File: src/rtl/fwd_bypass_unit.sv
// Forwarding/hazard unit: tracks EX plus a DEPTH-deep retired-write history and
// resolves both issue operands to the youngest producer, stalling on load-use.

module fbu_src_resolve #(
  parameter int DATA_W = 8,
  parameter int REG_AW = 3,
  parameter int DEPTH  = 2
) (
  input  logic [REG_AW-1:0]             rs,
  input  logic [DATA_W-1:0]             rf_rdata,
  input  logic                          ex_v,
  input  logic [REG_AW-1:0]             ex_rd,
  input  logic [1:0]                    ex_op,
  input  logic [DATA_W-1:0]             ex_imm,
  input  logic [DATA_W-1:0]             alu_result,
  input  logic [DATA_W-1:0]             mem_rdata,
  input  logic [DEPTH-1:0]              h_v,
  input  logic [DEPTH-1:0][REG_AW-1:0]  h_rd,
  input  logic [DEPTH-1:0][DATA_W-1:0]  h_data,
  input  logic                          h0_pend,
  output logic [DATA_W-1:0]             data,
  output logic [2:0]                    sel,
  output logic                          haz
);
  always_comb begin
    data = rf_rdata;
    sel  = 3'd0;
    haz  = 1'b0;
    // oldest first so the youngest match overwrites
    for (int i = DEPTH-1; i >= 0; i--) begin
      if (h_v[i] && h_rd[i] == rs) begin
        data = (i == 0 && h0_pend) ? mem_rdata : h_data[i];
        sel  = 3'(i + 2);
      end
    end
    if (ex_v && ex_rd == rs) begin
      sel = 3'd1;
      case (ex_op)
        2'b00:   data = ex_imm;
        2'b01:   data = alu_result;
        default: haz  = 1'b1;
      endcase
    end
  end
endmodule

module fwd_bypass_unit #(
  parameter int DATA_W = 8,
  parameter int REG_AW = 3,
  parameter int DEPTH  = 2,
  parameter int CNT_W  = 8
) (
  input  logic              clk,
  input  logic              rst_n,
  input  logic              flush,
  input  logic              issue_valid,
  input  logic [REG_AW-1:0] issue_rs0,
  input  logic [REG_AW-1:0] issue_rs1,
  input  logic [REG_AW-1:0] issue_rd,
  input  logic [1:0]        issue_op,
  input  logic [DATA_W-1:0] imm_val,
  input  logic [DATA_W-1:0] alu_result,
  input  logic [DATA_W-1:0] mem_rdata,
  input  logic [DATA_W-1:0] rf_rdata0,
  input  logic [DATA_W-1:0] rf_rdata1,
  output logic              stall,
  output logic              op_valid,
  output logic [DATA_W-1:0] op0,
  output logic [DATA_W-1:0] op1,
  output logic [2:0]        fwd_sel0,
  output logic [2:0]        fwd_sel1,
  output logic [CNT_W-1:0]  stall_cnt
);
  localparam int NUM_SRC = 2;

  typedef struct packed {
    logic              v;
    logic [REG_AW-1:0] rd;
    logic [DATA_W-1:0] data;
  } hent_t;

  logic              ex_v;
  logic [REG_AW-1:0] ex_rd;
  logic [1:0]        ex_op;
  logic [DATA_W-1:0] ex_imm;
  hent_t [DEPTH-1:0] hist;
  logic              h0_pend;   // H[0] holds a load whose data is on mem_rdata

  logic [DEPTH-1:0]                       h_v;
  logic [DEPTH-1:0][REG_AW-1:0]           h_rd;
  logic [DEPTH-1:0][DATA_W-1:0]           h_data;
  logic [NUM_SRC-1:0][REG_AW-1:0]         src_rs;
  logic [NUM_SRC-1:0][DATA_W-1:0]         src_rf;
  logic [NUM_SRC-1:0][DATA_W-1:0]         res_data;
  logic [NUM_SRC-1:0][2:0]                res_sel;
  logic [NUM_SRC-1:0]                     res_haz;
  logic                                   accept;

  assign src_rs = {issue_rs1, issue_rs0};
  assign src_rf = {rf_rdata1, rf_rdata0};

  for (genvar g = 0; g < DEPTH; g++) begin : g_unpk
    assign h_v[g]    = hist[g].v;
    assign h_rd[g]   = hist[g].rd;
    assign h_data[g] = hist[g].data;
  end

  for (genvar s = 0; s < NUM_SRC; s++) begin : g_src
    fbu_src_resolve #(.DATA_W(DATA_W), .REG_AW(REG_AW), .DEPTH(DEPTH)) u_res (
      .rs(src_rs[s]), .rf_rdata(src_rf[s]),
      .ex_v(ex_v), .ex_rd(ex_rd), .ex_op(ex_op), .ex_imm(ex_imm),
      .alu_result(alu_result), .mem_rdata(mem_rdata),
      .h_v(h_v), .h_rd(h_rd), .h_data(h_data), .h0_pend(h0_pend),
      .data(res_data[s]), .sel(res_sel[s]), .haz(res_haz[s])
    );
  end

  assign stall  = issue_valid & ~flush & (|res_haz);
  assign accept = issue_valid & ~stall & ~flush;

  // EX and history advance every cycle; stall only withholds the issue
  always_ff @(posedge clk or negedge rst_n) begin
    if (!rst_n) begin
      ex_v    <= 1'b0;
      ex_rd   <= '0;
      ex_op   <= '0;
      ex_imm  <= '0;
      hist    <= '0;
      h0_pend <= 1'b0;
    end else begin
      ex_v <= accept & (issue_op != 2'b11);
      if (accept) begin
        ex_rd  <= issue_rd;
        ex_op  <= issue_op;
        ex_imm <= imm_val;
      end
      hist[0].v    <= ex_v & ~flush;
      hist[0].rd   <= ex_rd;
      hist[0].data <= (ex_op == 2'b00) ? ex_imm : alu_result;
      h0_pend      <= (ex_op == 2'b10);
      for (int i = DEPTH-1; i > 0; i--) begin
        hist[i].v    <= hist[i-1].v & ~flush;
        hist[i].rd   <= hist[i-1].rd;
        hist[i].data <= (i == 1 && h0_pend) ? mem_rdata : hist[i-1].data;
      end
    end
  end

  always_ff @(posedge clk or negedge rst_n) begin
    if (!rst_n) begin
      op_valid  <= 1'b0;
      op0       <= '0;
      op1       <= '0;
      fwd_sel0  <= '0;
      fwd_sel1  <= '0;
      stall_cnt <= '0;
    end else begin
      op_valid <= accept;
      if (accept) begin
        op0      <= res_data[0];
        op1      <= res_data[1];
        fwd_sel0 <= res_sel[0];
        fwd_sel1 <= res_sel[1];
      end
      if (stall && stall_cnt != {CNT_W{1'b1}})
        stall_cnt <= stall_cnt + 1'b1;
    end
  end
endmodule

File: config.mk
export PLATFORM = sky130hd
export DESIGN_NAME = fwd_bypass_unit
export DESIGN_NICKNAME = d
export VERILOG_FILES = /design/src/rtl/fwd_bypass_unit.sv
export SDC_FILE = /design/constraint.sdc
export NUM_CORES = 1
export LEC_CHECK = 0
export ABC_AREA = 0
export CORE_MARGIN = 8
export CORE_UTILIZATION = 30
export DETAILED_ROUTE_END_ITERATION = 16
export MAX_ROUTING_LAYER = met4
export SLEW_MARGIN = 10
export SYNTH_ARGS = -nofsm -noshare
export SYNTH_HDL_FRONTEND = slang
export SYNTH_SLANG_ARGS = --single-unit
File: constraint.sdc
create_clock -name clk -period 1.9 [get_ports clk]
set_clock_uncertainty 0.1 [all_clocks]
set_input_delay 0.19 -clock clk [delete_from_list [all_inputs] [get_ports clk]]
set_output_delay 0.19 -clock clk [all_outputs]
set_load 0.05 [all_outputs]
==> metrics.yaml <==
outcome:
  status: "finished with violations"
  violations: "negative setup slack"
yosys:
  syn-instance-count: 301
  post-synth-top-area-fraction: 0.481
  synth_xor_area_frac: 0.0569
  synth-seq-cells: 68
  netlist_top_cells_count: "68 x dfrtp_1, 24 x inv_1, 21 x nand4_1"
  synth_flop_cell: "dfrtp_1"
  seq_area_frac_synth: 0.481
  synth-simple-area-share: 0.0962
  netlist_area_um2: 3540
  synth.avg_cell_area_um2: 11.8
  ys_async_sr_fraction: 1.00
  synth_top_family_by_area: "compound AO/OA/AOI/OAI gates"
  synth_cell_types: 43
  synth.area.mux_share: 0.115
  yosys.area.top_type: "dfrtp_1"
  synth.most_common_cell: "dfrtp_1"
  synthTopCellsByArea: "dfrtp_1 48%, a221o_1 4.5%, mux2i_1 4.5%"
  synth-compound-area-share: 0.172
  synth_fa_ha_area_frac: 0.00354
  synth_edf_count: 0
  yosysWarnings: 0
timing:
  max_freq_mhz: 517
  finalWorstSetupSlack_ps: -33.7
  rsz0062_at_grt: "yes"
  tightest_slew_ps: 513
  setup_viol: 2
  finalCritPeriodShare: 1.02
  slew_headroom: 0.657
  period_needed_ps: 1930
  finalHoldViolations: 0
  slew_violations: 0
  tns_ps: -34.6
critical_path:
  crit_fanout: 3
  r2r_end: "op1[2]"
  reg2reg_depth: 7
  crit_required_ps: 1610
  crit_type: "flop to output pin"
  crit_arrival_ps: 1640
  cp-end-kind: "output pin"
  rrSetupSlack_ps: 0
  worstReg2RegStart: "ex_rd[1]"
  worstSetupStartpointType: "flop"
clock_tree:
  clock_latency_ps: 320
  cts_root_buf: "clkbuf_16"
  cts.sinks: 68
  clk_pin_slew_ps: 50
  tritoncts: "yes"
  htree_num_levels: 3
  ctsLongestPathBuffers: 2
  cts_made_buffers: 9
pwr:
  seq_power_share: 0.365
  pwr-share-clk: 0.360
  net-switching-power_mw: 1.56
  ir_drop_mv: 0.402
  p_int_mw: 3.54
  switching_share: 0.306
  cellPowerDensity_nw_per_um2: 982
  leakage_nw: 2.29
  combPwrFrac: 0.276
floorplan:
  dieArea_um2: 15500
  core_um2: 11500
  rows: 39
  initial_utilization: 0.309
  ioPinCount: 87
  die_w_um: 125
  die_h_um: 125
detailed_routing:
  num_vias: 2830
  drtAntennaViolNets: 0
  viasPerCell: 5.00
  drtPass1Iterations: 4
  drtIter0Drc: 180
  wl_mm: 9.87
  drcViolationCount: 0
  wl_per_cell_um: 17.4
placement:
  placed_area_um2: 4640
  portBuffers: 84
  gp_congestion: 0.821
  dp_hpwl_mm: 7.61
run:
  cap_violations: 0
hold_path:
  hp-class: "input pin to asynchronous set/reset pin"
global_routing:
  grt_usage: 0.128
  grt_pass1_wl_mm: 15.8
  antenna_found_initial: 0
  overflow: 0
  first_global_vias: 2986
  grt_max_degree: 39
layout:
  diodes: 0
  fin_util: 0.453
  layout.nets: 474
  areaGrowthSynthToFinish_pct: 46.7
  drive_above_1_share: 0.286
  nFillCells: 1032
  stdcell_area_um2: 5190
[cells in the final DEF, fill, tap and decap left out, types with 2 or more instances in the layout]
cell	count
dfrtp_1	64
clkdlybuf4s50_1	57
buf_4	53
inv_1	24
nand4_1	21
mux2i_1	16
a22o_1	16
a221o_1	16
o221ai_1	15
mux2_2	13
nor2_1	10
xnor2_1	10
mux2_1	9
clkbuf_16	9
o21ai_0	8
xnor2_2	6
xor2_1	6
buf_12	6
nand2b_1	5
dfrtp_2	4
buf_6	4
nor2b_1	3
nand3_1	3
and4_4	2
a21oi_1	2
nor3_4	2
a31oi_1	2
o21a_4	2
a211oi_2	2
conb_1	2
clkbuf_8	2
bufinv_16	2
clkinvlp_4	2
dlymetal6s2s_1	2
[worst max-delay path: stages (launching register included)]
cell and delay [ps]:
dfrtp_2 450, xnor2_2 180, and4_4 260, o21ai_4 70, buf_6 120, nor2_4 90
buf_12 140
[flip-flops by register name, summed over array words and instances (netlist names)]
register and count:
ex_imm 8, ex_op 2, ex_rd 3, ex_v 1, fwd_sel0 2, fwd_sel1 2
h0_pend 1, h_data 16, h_rd 6, h_v 2, op0 8, op1 8
op_valid 1, stall_cnt 8
[worst max path at each step]
| stage | cells after the start | to | startpoint | slack, ps |
|---|---|---|---|---|
| 2_1_floorplan | 5 | stall_cnt[1] | stall_cnt[0] | 10 |
| 3_5_place_dp | 7 | stall_cnt[7] | issue_rs1[1] | -340 |
| 3_3_place_gp | 7 | op0[3] | issue_rs0[0] | -350 |
| 4_1_cts | 6 | stall | ex_rd[0] | -70 |
| 5_1_grt | 6 | stall | ex_rd[1] | -100 |
| 6_report | 6 | stall | ex_rd[1] | -30 |
[power groups by stage]
stage / Clock [mW] / Sequential (mW) / Combinational (mW)
floorplan: 0 / 2.13 / 0.543
global placement: 0 / 1.87 / 1.34
detailed placement: 0 / 1.87 / 1.35
CTS: 1.87 / 1.85 / 1.39
global route: 1.94 / 1.89 / 1.50
finish: 1.83 / 1.86 / 1.41
[routing by layer]
layer | global-route usage | up-vias | share of wire
met2 | 0.190 | 111 | 0.45
met3 | 0.0294 | 14 | 0.054
met1 | 0.170 | 1344 | 0.47
li1 | - | 1361 | -
met4 | 0.0411 | 0 | 0.018
met5 | - | - | 0
[logic make-up (layout without fill, tap and decap cells)]
family | count (synthesis) | in the layout
muxes | 38 | 38
adders and majority gates | 1 | 1
AOI/OAI and AO/OA | 69 | 71
xor gates and xnor gates | 23 | 23
buffers and inverters | 47 | 166
and+or+nand+nor | 54 | 54
DFF | 68 | 68
other | 1 | 2
[layout make-up]
type                       instances  area [um2]  share of cell area
timing repair buffer             125        1180               0.228
multi-input combinational        189        1680               0.324
sequential                        68        1710               0.329
clock buffer                      11         253              0.0487
tap                              143         179              0.0345
inverter                          25         106              0.0205
clock inverter                     5        83.8              0.0161
[stage by stage]
stage | setup slack, ps | hold WS [ps] | std cells | power (mW)
after global placement | -351 | 60.8 | 539 | 3.21
final | -33.7 | 250 | 566 | 5.10
after global routing | -104 | 289 | 566 | 5.33
after detailed placement | -339 | 65.9 | 539 | 3.22
after CTS | -68.9 | 250 | 562 | 5.10
after floorplan | 13.4 | -206 | 302 | 2.67
[repair_timing]
action | 4_1_cts | 5_1_grt
resized for setup | 16 | 17
hold buffers | 1 | 0
setup buffers | 5 | 3
endpoints found under the setup margin | 32 | 34
cloned | 1 | 1
endpoints found under the hold margin | 17 | 0
pin swaps | 18 | 8
No activity file was read; power rests on OpenSTA's default activity.
